===== src/rtl/z2_cycle_sequencer_pkg.sv =====
// Shared encodings for the Zorro II slave cycle sequencer: bus state seen by autoconfig,
// latched target, and the bundle of active-low memory/IDE strobes.
package z2_cycle_sequencer_pkg;

  localparam int unsigned CNT_W = 6;
  localparam logic [CNT_W-1:0] CNT_ONE = 1;

  typedef enum logic [1:0] {
    Z2_IDLE  = 2'd0,
    Z2_START = 2'd1,
    Z2_DATA  = 2'd2,
    Z2_END   = 2'd3
  } z2_state_e;

  typedef enum logic [2:0] {
    TGT_NONE  = 3'd0,
    TGT_AC    = 3'd1,
    TGT_RAM   = 3'd2,
    TGT_IDE   = 3'd3,
    TGT_CTRL  = 3'd4,
    TGT_FLASH = 3'd5
  } z2_target_e;

  typedef struct packed {
    logic       ram_oe_n;
    logic [1:0] ram_we_n;
    logic       flash_oe_n;
    logic       flash_we_n;
    logic       ide_rd_n;
    logic       ide_wr_n;
  } z2_strobes_t;

  localparam z2_strobes_t STROBES_OFF = '1;

  // Overlapping decodes should never happen; the fixed order just keeps behaviour defined.
  function automatic z2_target_e pick_target(input logic ac, input logic ram, input logic ide,
                                             input logic ctrl, input logic flash);
    if (ac)         return TGT_AC;
    else if (ram)   return TGT_RAM;
    else if (ide)   return TGT_IDE;
    else if (ctrl)  return TGT_CTRL;
    else if (flash) return TGT_FLASH;
    else            return TGT_NONE;
  endfunction

  function automatic z2_strobes_t drop_writes(input z2_strobes_t s);
    z2_strobes_t r;
    r            = s;
    r.ram_we_n   = 2'b11;
    r.flash_we_n = 1'b1;
    r.ide_wr_n   = 1'b1;
    return r;
  endfunction

endpackage


===== src/rtl/z2_cycle_sequencer_sync2.sv =====
// Two-flop synchroniser for one asynchronous input; RESET_VAL is the inactive level.
module z2_cycle_sequencer_sync2 #(
  parameter logic RESET_VAL = 1'b0
) (
  input  logic CLK,
  input  logic RESET,
  input  logic d,
  output logic q
);

  logic meta;

  always_ff @(posedge CLK or posedge RESET) begin
    if (RESET) begin
      meta <= RESET_VAL;
      q    <= RESET_VAL;
    end else begin
      meta <= d;
      q    <= meta;
    end
  end

endmodule


===== src/rtl/z2_cycle_sequencer.sv =====
// Zorro II slave bus-cycle sequencer: tracks one 68000 cycle through IDLE/START/DATA/END and
// drives per-target strobes, wait states, DTACK and a DATA-phase timeout.
module z2_cycle_sequencer #(
  parameter int unsigned RAM_WAIT   = 0,
  parameter int unsigned FLASH_WAIT = 2,
  parameter int unsigned IDE_WAIT   = 3,
  parameter int unsigned CTRL_WAIT  = 0,
  parameter int unsigned TIMEOUT    = 63
) (
  input  logic       CLK,
  input  logic       RESET,
  input  logic       AS_n,
  input  logic       UDS_n,
  input  logic       LDS_n,
  input  logic       RW,
  input  logic       IDE_IORDY,
  input  logic       ram_access,
  input  logic       flash_access,
  input  logic       ide_access,
  input  logic       ctrl_access,
  input  logic       autoconfig_cycle,
  input  logic       ac_dtack,
  output logic [1:0] z2_state,
  output logic       dtack,
  output logic       ram_oe_n,
  output logic [1:0] ram_we_n,
  output logic       flash_oe_n,
  output logic       flash_we_n,
  output logic       ide_rd_n,
  output logic       ide_wr_n,
  output logic       ctrl_wr,
  output logic       timeout
);

  import z2_cycle_sequencer_pkg::*;

  localparam logic [CNT_W-1:0] RAM_W   = CNT_W'(RAM_WAIT);
  localparam logic [CNT_W-1:0] FLASH_W = CNT_W'(FLASH_WAIT);
  localparam logic [CNT_W-1:0] IDE_W   = CNT_W'(IDE_WAIT);
  localparam logic [CNT_W-1:0] CTRL_W  = CNT_W'(CTRL_WAIT);
  localparam logic [CNT_W-1:0] TO_LIM  = CNT_W'(TIMEOUT);

  logic as_n_s, uds_n_s, lds_n_s, iordy_s;
  logic as_s, uds_s, lds_s;

  z2_cycle_sequencer_sync2 #(.RESET_VAL(1'b1)) u_sync_as (
    .CLK   (CLK),
    .RESET (RESET),
    .d     (AS_n),
    .q     (as_n_s)
  );

  z2_cycle_sequencer_sync2 #(.RESET_VAL(1'b1)) u_sync_uds (
    .CLK   (CLK),
    .RESET (RESET),
    .d     (UDS_n),
    .q     (uds_n_s)
  );

  z2_cycle_sequencer_sync2 #(.RESET_VAL(1'b1)) u_sync_lds (
    .CLK   (CLK),
    .RESET (RESET),
    .d     (LDS_n),
    .q     (lds_n_s)
  );

  z2_cycle_sequencer_sync2 #(.RESET_VAL(1'b0)) u_sync_iordy (
    .CLK   (CLK),
    .RESET (RESET),
    .d     (IDE_IORDY),
    .q     (iordy_s)
  );

  assign as_s  = ~as_n_s;
  assign uds_s = ~uds_n_s;
  assign lds_s = ~lds_n_s;

  z2_state_e        state_q;
  z2_target_e       target_q;
  logic             rw_q;
  logic             armed_q;
  logic [CNT_W-1:0] wcnt_q;
  logic [CNT_W-1:0] tcnt_q;
  z2_strobes_t      strobes_q;
  logic             dtack_q;
  logic             ctrl_wr_q;
  logic             timeout_q;

  z2_target_e       tgt_sel;
  z2_target_e       cur_tgt;
  logic             cur_rw;
  z2_strobes_t      act_strobes;
  logic             tgt_valid;
  logic             wait_zero;
  logic             normal_done;
  logic             force_done;
  logic [CNT_W-1:0] tcnt_inc;

  function automatic logic [CNT_W-1:0] wait_for(input z2_target_e t);
    case (t)
      TGT_RAM:   return RAM_W;
      TGT_FLASH: return FLASH_W;
      TGT_IDE:   return IDE_W;
      TGT_CTRL:  return CTRL_W;
      default:   return '0;
    endcase
  endfunction

  // In IDLE the strobes are built from the live decode so they are already valid in START.
  always_comb begin
    tgt_sel     = pick_target(autoconfig_cycle, ram_access, ide_access, ctrl_access,
                              flash_access);
    cur_tgt     = (state_q == Z2_IDLE) ? tgt_sel : target_q;
    cur_rw      = (state_q == Z2_IDLE) ? RW : rw_q;
    act_strobes = STROBES_OFF;
    case (cur_tgt)
      TGT_RAM: begin
        if (cur_rw) act_strobes.ram_oe_n = 1'b0;
        else        act_strobes.ram_we_n = {~uds_s, ~lds_s};
      end
      TGT_FLASH: begin
        if (cur_rw) act_strobes.flash_oe_n = 1'b0;
        else        act_strobes.flash_we_n = 1'b0;
      end
      TGT_IDE: begin
        if (cur_rw) act_strobes.ide_rd_n = 1'b0;
        else        act_strobes.ide_wr_n = 1'b0;
      end
      default: ;
    endcase
  end

  always_comb begin
    wait_zero   = (wcnt_q == '0);
    tcnt_inc    = (tcnt_q == '1) ? tcnt_q : tcnt_q + CNT_ONE;
    force_done  = (tcnt_inc == TO_LIM);
    normal_done = 1'b0;
    tgt_valid   = 1'b1;
    case (target_q)
      TGT_AC:                      normal_done = ac_dtack;
      TGT_IDE:                     normal_done = wait_zero && iordy_s;
      TGT_RAM, TGT_FLASH, TGT_CTRL: normal_done = wait_zero;
      default:                     tgt_valid   = 1'b0;
    endcase
  end

  always_ff @(posedge CLK or posedge RESET) begin
    if (RESET) begin
      state_q   <= Z2_IDLE;
      target_q  <= TGT_NONE;
      rw_q      <= 1'b1;
      armed_q   <= 1'b0;
      wcnt_q    <= '0;
      tcnt_q    <= '0;
      strobes_q <= STROBES_OFF;
      dtack_q   <= 1'b0;
      ctrl_wr_q <= 1'b0;
      timeout_q <= 1'b0;
    end else begin
      ctrl_wr_q <= 1'b0;
      timeout_q <= 1'b0;
      unique case (state_q)
        Z2_IDLE: begin
          dtack_q   <= 1'b0;
          strobes_q <= STROBES_OFF;
          // A new cycle is only accepted after AS has been seen idle here.
          if (!as_s) begin
            armed_q <= 1'b1;
          end else if (armed_q && (tgt_sel != TGT_NONE)) begin
            armed_q   <= 1'b0;
            target_q  <= tgt_sel;
            rw_q      <= RW;
            strobes_q <= act_strobes;
            state_q   <= Z2_START;
          end
        end
        Z2_START: begin
          if (!as_s || !tgt_valid) begin
            state_q   <= Z2_IDLE;
            target_q  <= TGT_NONE;
            strobes_q <= STROBES_OFF;
          end else begin
            wcnt_q    <= wait_for(target_q);
            tcnt_q    <= '0;
            strobes_q <= act_strobes;
            state_q   <= Z2_DATA;
          end
        end
        Z2_DATA: begin
          if (!as_s || !tgt_valid) begin
            state_q   <= Z2_IDLE;
            target_q  <= TGT_NONE;
            strobes_q <= STROBES_OFF;
          end else if (normal_done || force_done) begin
            state_q   <= Z2_END;
            strobes_q <= drop_writes(strobes_q);
            dtack_q   <= (target_q != TGT_AC);
            ctrl_wr_q <= (target_q == TGT_CTRL) && !rw_q;
            timeout_q <= !normal_done;
          end else begin
            if (!wait_zero) wcnt_q <= wcnt_q - CNT_ONE;
            tcnt_q    <= tcnt_inc;
            strobes_q <= act_strobes;
          end
        end
        Z2_END: begin
          if (!as_s || !tgt_valid) begin
            state_q   <= Z2_IDLE;
            target_q  <= TGT_NONE;
            strobes_q <= STROBES_OFF;
            dtack_q   <= 1'b0;
          end
        end
      endcase
    end
  end

  assign z2_state   = state_q;
  assign dtack      = dtack_q;
  assign ram_oe_n   = strobes_q.ram_oe_n;
  assign ram_we_n   = strobes_q.ram_we_n;
  assign flash_oe_n = strobes_q.flash_oe_n;
  assign flash_we_n = strobes_q.flash_we_n;
  assign ide_rd_n   = strobes_q.ide_rd_n;
  assign ide_wr_n   = strobes_q.ide_wr_n;
  assign ctrl_wr    = ctrl_wr_q;
  assign timeout    = timeout_q;

endmodule


===== config.mk =====
export PLATFORM = sky130hd
export DESIGN_NAME = z2_cycle_sequencer
export DESIGN_NICKNAME = d
export VERILOG_FILES = /design/src/rtl/z2_cycle_sequencer_pkg.sv /design/src/rtl/z2_cycle_sequencer_sync2.sv /design/src/rtl/z2_cycle_sequencer.sv
export SDC_FILE = /design/constraint.sdc
export NUM_CORES = 1
export LEC_CHECK = 0
export ABC_CLOCK_PERIOD_IN_PS = 2700
export CORE_MARGIN = 2
export CORE_UTILIZATION = 35
export DETAILED_ROUTE_END_ITERATION = 16
export HOLD_SLACK_MARGIN = 0.1
export PLACE_DENSITY_LB_ADDON = 0.3
export SLEW_MARGIN = 30
export SYNTH_ARGS = -nofsm -noshare
export SYNTH_HDL_FRONTEND = slang
export SYNTH_SLANG_ARGS = --single-unit

===== constraint.sdc =====
create_clock -name CLK -period 2.7 [get_ports CLK]
set_input_delay 0.54 -clock CLK [delete_from_list [all_inputs] [get_ports CLK]]
set_output_delay 0.54 -clock CLK [all_outputs]
set_load 0.05 [all_outputs]

==> results of run 1 <==
==> cells in the final DEF, fill, tap and decap left out, types with 2 or more instances in the layout <==
cell type and instances:
clkdlybuf4s50_1 24, or3_1 8, a2111oi_2 2, nor3_1 6
o22ai_1 3, nand2_1 25, mux2i_1 2, nand4_1 4
nand2b_1 6, inv_1 13, nor2_1 19, ha_1 8
o31ai_1 6, mux2_2 5, a21oi_1 16, o32a_1 2
a41o_1 2, clkbuf_8 6, buf_4 8, nand3_1 3
and2_1 4, clkbuf_1 2, dfstp_2 14, o21ai_1 6
dfrtp_1 23, a311oi_1 2, a31oi_1 4, o21ai_0 6
a41oi_1 2
==> per-layer routing <==
layer | global-route usage | up-vias | wire length, um
li1 | - | 888 | -
met1 | 0.185 | 820 | 2050
met2 | 0.256 | 36 | 2210
met3 | 0.0391 | 7 | 222
met4 | 0.0450 | 0 | 60
met5 | 0 | - | 0
==> cell usage after synthesis, types with 2 or more instances <==
master | instances | share of area
o31ai_1 | 6 | 0.021
clkbuf_1 | 5 | 0.0087
dfrtp_1 | 23 | 0.27
a41o_1 | 2 | 0.0093
o21ai_0 | 6 | 0.014
nand2b_1 | 6 | 0.017
mux2_2 | 5 | 0.026
or3_1 | 8 | 0.023
and2_1 | 4 | 0.012
nand2_1 | 25 | 0.044
nor2_1 | 19 | 0.033
o22ai_1 | 3 | 0.0087
buf_2 | 2 | 0.0047
nand4_1 | 4 | 0.012
a41oi_1 | 2 | 0.0082
dfstp_2 | 14 | 0.17
a2111oi_2 | 2 | 0.014
a31oi_1 | 4 | 0.012
a21oi_1 | 17 | 0.040
nand3_1 | 3 | 0.0070
o32a_1 | 2 | 0.0093
ha_1 | 8 | 0.047
nor3_1 | 6 | 0.014
a311oi_1 | 2 | 0.0082
o21ai_1 | 6 | 0.014
mux2i_1 | 2 | 0.0093
inv_1 | 13 | 0.023
==> registers in the layout, summed over array words and instances (netlist names), 2 cells and up <==
name	cells
tcnt_q	6
wcnt_q	6
target_q	3
ram_we_n	2
z2_state	2
==> critical path, cell delays in order, from the launching register on <==
cell and delay [ps]:
dfrtp_1 460, ha_1 250, and4_4 210, and3_4 180, o311ai_4 390, nand2_1 270, a2111oi_1 510, o31ai_1 130
==> power groups by stage <==
| stage | Sequential (W) | Clock (W) | Combinational (W) |
|---|---|---|---|
| floorplan | 0.000969 | 0 | 0.000988 |
| global placement | 0.000839 | 0 | 0.00149 |
| detailed placement | 0.000842 | 0 | 0.00149 |
| CTS | 0.000832 | 0.000414 | 0.00150 |
| global route | 0.000852 | 0.000441 | 0.00167 |
| finish | 0.000829 | 0.000405 | 0.00151 |
==> logic make-up after synthesis <==
group	synth area share
AOI/OAI and AO/OA	0.235
DFF	0.439
muxes	0.0407
and+or+nand+nor	0.194
buffers and inverters	0.0413
xor gates and xnor gates	0.00408
adders and majority gates	0.0466
==> per-stage QoR <==
stage | hold WS, ps | setup WS (ps) | std cells
floorplan | 331 | 329 | 225
global placement | 335 | 232 | 324
detailed placement | 336 | 176 | 324
CTS | 353 | 159 | 332
global route | 359 | 28.8 | 332
finish | 351 | 214 | 332
==> what timing repair did <==
action | CTS | global route
gates resized for setup | 0 | 2
endpoints found under the hold margin | 0 | 0
endpoints found under the setup margin | 0 | 2
setup buffers | 0 | 0
==> final cells by class <==
cell class	instances	area (um^2)	share of cell area
Clock buffer	8	90.1	0.0347
Timing Repair Buffer	32	300	0.116
Inverter	13	48.8	0.0188
Tap cell	75	93.8	0.0361
Sequential cell	37	943	0.363
Multi-Input combinational cell	167	1120	0.432
==> worst min-delay path by stage <==
stage	start	to	slack, ps	cells past startpoint
after floorplan	u_sync_iordy.meta$_DFF_PP0_	u_sync_iordy.q$_DFF_PP0_	330	0
after global placement	u_sync_iordy.meta$_DFF_PP0_	u_sync_iordy.q$_DFF_PP0_	330	0
after detailed placement	u_sync_iordy.meta$_DFF_PP0_	u_sync_iordy.q$_DFF_PP0_	340	0
after CTS	u_sync_iordy.meta$_DFF_PP0_	u_sync_iordy.q$_DFF_PP0_	350	0
after global routing	u_sync_iordy.meta$_DFF_PP0_	u_sync_iordy.q$_DFF_PP0_	360	0
final	u_sync_iordy.meta$_DFF_PP0_	u_sync_iordy.q$_DFF_PP0_	350	0
==> flow_metrics.env, run 1 <==
export IMPL_status="complete, no violations"
export IMPL_pwr_density_cell_mw_per_mm2=1050
export IMPL_ys_async_sr_fraction=1.00
export IMPL_wl_mm=4.54
export IMPL_vdd_drop_max_v=0.000414
export IMPL_fin_skew_ps=4.91
export IMPL_cts_hold_fix_buffers=0
export IMPL_hpwl_mm=3.39
export IMPL_max_slew_margin=0.629
export IMPL_arrival_ps=2690
export IMPL_p_seq_frac=0.303
export IMPL_clock_fmax_mhz=402
export IMPL_power_total_w=0.00274
export IMPL_n_antenna_cell=0
export IMPL_power_internal_w=0.00150
export IMPL_num_rows=28
export IMPL_period_needed_ps=2490
export IMPL_fin_tns_setup_ps=0
export IMPL_final_util=0.439
export IMPL_nNetsFinal=277
export IMPL_viasPerCell=5.27
export IMPL_cts_root_buffer="clkbuf_8"
export IMPL_portBuffers=24
export IMPL_hold_violations=0
export IMPL_synth_seq_area_share=0.439
export IMPL_placed_cell_area_mm2=0.00250
export IMPL_dieHeight_um=82.4
export IMPL_crit_required_ps=2910
export IMPL_cts_htree_levels=2
export IMPL_synth_cell_type_count=53
export IMPL_power_share_clock=0.148
export IMPL_grt_pass1_wl_mm=7.73
export IMPL_hold_class="register to register"
export IMPL_grt_pass1_vias=1689
export IMPL_r2r_cells=7
export IMPL_grt_overflow_total=0
export IMPL_cts_tree="built"
export IMPL_cts_buffer_depth=2
export IMPL_syn_mean_instance_area_um2=9.55
export IMPL_coreArea_mm2=0.00592
export IMPL_startpoint_type="register"
export IMPL_p_sw_frac=0.451
export IMPL_ys_flop_type="dfrtp_1"
export IMPL_die_w_um=82.4
export IMPL_startpoint="tcnt_q[0]$_DFFE_PP0P_"
export IMPL_setup_viol=0
export IMPL_period_share=0.921
export IMPL_rr_startpoint="tcnt_q[0]$_DFFE_PP0P_"
export IMPL_comb_power_share=0.550
export IMPL_max_cap_violations=0
export IMPL_wl_per_cell_um=13.7
export IMPL_r2r_end="flash_we_n$_DFFE_PP1P_"
export IMPL_drtPass1Iterations=5
export IMPL_regToRegSetupSlack_ps=210
export IMPL_drt_initial_drc_count=121
export IMPL_cts_buffers=5
export IMPL_num_io_pins=25
export IMPL_crit_end="flash_we_n$_DFFE_PP1P_"
export IMPL_dieArea_mm2=0.00678
export IMPL_cellLeakagePower_nw=1.02
export IMPL_synth_fp_nets=246
export IMPL_drc=0
export IMPL_drive_gt1_frac=0.167
export IMPL_fillers=577
export IMPL_grt_usage=0.150
export IMPL_start_util=0.363
export IMPL_grt_setup_unrepaired="no"
export IMPL_ant_nets=0
export IMPL_design_area_mm2=0.00260
export IMPL_clock_latency_ps=290
export IMPL_synth_seq_cells=37
export IMPL_synth_area_mm2=0.00215
export IMPL_cts_sink_count=37
export IMPL_endpoint_kind="register"
export IMPL_path_class="register to register"
export IMPL_switchingPower_w=0.00123
export IMPL_gp_congestion=0.829
export IMPL_yosysWarnings=0
export IMPL_synth_edff_count=0
export IMPL_path_max_fanout=7
export IMPL_clkSlewWorstSetupHoldPaths_ps=70
export IMPL_antenna_found_initial=0
export IMPL_tightest_slew_ps=551
export IMPL_syn_to_final_growth_pct=20.9
export IMPL_num_vias=1751
export IMPL_synth_cells=225
export IMPL_slew_viol_final=0
export IMPL_grt_max_degree=38
(Power assumes the default switching activity.)
==> inputs of run 2 (changes only) <==
- CORE_MARGIN: 2 -> unset
==> flow_metrics.env, run 2 (synthesis results as in run 1) <==
export IMPL_final_common_cell="nand2_1"
export IMPL_tightest_slew_ps=508
export IMPL_coreArea_mm2=0.00592
export IMPL_period_share=0.934
export IMPL_top_regs="tcnt_q: 6 flops, wcnt_q: 6 flops, target_q: 3 flops"
export IMPL_whs_ps=352
export IMPL_worst_slack_ps=179
export IMPL_post_cts_setup_buffer_count=0
export IMPL_clock_latency_ps=280
export IMPL_max_cap_violations=0
export IMPL_cp_slowest_cell="dfrtp_1"
export IMPL_start_util=0.363
export IMPL_register_area_um2=943
export IMPL_cts_root_buffer="clkbuf_8"
export IMPL_hold_violations=0
export IMPL_final_util=0.439
export IMPL_layout_common_cells="25 x nand2_1, 24 x clkdlybuf4s50_1, 23 x dfrtp_1"
export IMPL_num_vias=1766
export IMPL_crit_path_max_incr_delay_ps=450
export IMPL_cts_tree="built"
export IMPL_n_antenna_cell=0
export IMPL_die_w_um=80.4
export IMPL_portBuffers=24
export IMPL_startpoint_type="register"
export IMPL_wl_per_cell_um=13.7
export IMPL_grt_overflow_total=0
export IMPL_drive_gt1_frac=0.168
export IMPL_crit_chain="ha_1 -> and4_4 -> and3_4 -> o311ai_4 -> nand2_1 -> buf_4 -> a2111oi_0 -> o31ai_1"
export IMPL_setup_viol=0
export IMPL_syn_to_final_growth_pct=20.8
export IMPL_num_rows=28
export IMPL_dieArea_mm2=0.00646
export IMPL_path_max_fanout=7
export IMPL_cts_buffers=5
export IMPL_fillers=598
export IMPL_cts_htree_levels=2
export IMPL_grt_max_degree=38
export IMPL_grt_pass1_vias=1568
export IMPL_fin_tns_setup_ps=0
export IMPL_cts_buffer_depth=2
export IMPL_drtPass1Iterations=4
export IMPL_max_slew_margin=0.658
export IMPL_cts_resized=0
export IMPL_ant_nets=0
export IMPL_cellLeakagePower_nw=1.02
export IMPL_grt_usage=0.147
export IMPL_arrival_ps=2720
export IMPL_viasPerCell=5.34
export IMPL_grt_pass1_wl_mm=7.31
export IMPL_vdd_drop_max_v=0.000418
export IMPL_fin_skew_ps=3.32
export IMPL_grt_setup_unrepaired="no"
export IMPL_cts_sink_count=37
export IMPL_hold_class="register to register"
export IMPL_multi_input_area_mm2=0.00112
export IMPL_cts_hold_fix_buffers=0
export IMPL_pwr_density_cell_mw_per_mm2=1070
export IMPL_status="complete, no violations"
export IMPL_crit_required_ps=2900
export IMPL_antenna_found_initial=0
export IMPL_period_needed_ps=2520
export IMPL_dieHeight_um=80.4
export IMPL_clkSlewWorstSetupHoldPaths_ps=70
export IMPL_dp_slack_ps=206
export IMPL_wl_mm=4.52
export IMPL_gp_congestion=0.790
export IMPL_drc=0
export IMPL_slew_viol_final=0
export IMPL_hpwl_mm=3.32
export IMPL_endpoint_kind="register"
export IMPL_clock_fmax_mhz=397
export IMPL_nNetsFinal=276
export IMPL_path_class="register to register"
export IMPL_drt_initial_drc_count=104
export IMPL_num_io_pins=25
## run 2: changes by cell type in the layout (fill, tap and decap cells not counted), sizes merged
cell    previous run  this run
buf                8         7
clkbuf             8         7
clkinv             0         1
## run 2: power by group
part	internal (W)	switching, W	total, W
clock network	0.000231	0.000195	0.000426
logic	0.000581	0.000938	0.00152
registers	0.000718	0.000104	0.000822
total	0.00153	0.00124	0.00277
## run 2: path summary, 6_finish.rpt
path / startpoint / end / slack (ps) / depth (start not counted)
max: tcnt_q[1]$_DFFE_PP0P_ / flash_we_n$_DFFE_PP1P_ / 180 / 8
max reg2reg: tcnt_q[1]$_DFFE_PP0P_ / flash_we_n$_DFFE_PP1P_ / 180 / 8
max in group asynchronous: RESET / u_sync_as.meta$_DFF_PP1_ / 1670 / 3
min: u_sync_iordy.meta$_DFF_PP0_ / u_sync_iordy.q$_DFF_PP0_ / 350 / 0
min in group asynchronous: RESET / timeout$_DFF_PP0_ / 670 / 3
min reg2reg: u_sync_iordy.meta$_DFF_PP0_ / u_sync_iordy.q$_DFF_PP0_ / 350 / 0
## run 2: cell type report
cell class / instances / area share
clock inverter: 1 / 0.00193
multi-input combinational: 167 / 0.430
tap: 75 / 0.0361
sequential: 37 / 0.363
timing repair buffer: 31 / 0.113
clock buffer: 7 / 0.0371
inverter: 13 / 0.0188
## run 2: per-layer routing
metal  vias to the layer above  share of wire  global-route usage
met5                         -              0                   0
met4                         0         0.0035              0.0375
met3                         2          0.032              0.0341
met2                        28           0.49               0.253
met1                       848           0.48               0.183
li1                        888              -                   -
## run 2: stage by stage
step / instances / total power, W / cell area, um^2
after floorplan: 225 / 0.00196 / 2150
after global placement: 323 / 0.00233 / 2500
after detailed placement: 323 / 0.00235 / 2500
after CTS: 331 / 0.00278 / 2600
after global routing: 331 / 0.00297 / 2600
final: 331 / 0.00277 / 2600
## run 2: critical path: cells and delay by family, from the launching register on
| family | cells | cell delay [ps] |
|---|---|---|
| simple gates | 3 | 570 |
| buf+inv | 1 | 190 |
| fa+ha+maj | 1 | 300 |
| compound gates | 3 | 930 |
| flops | 1 | 450 |
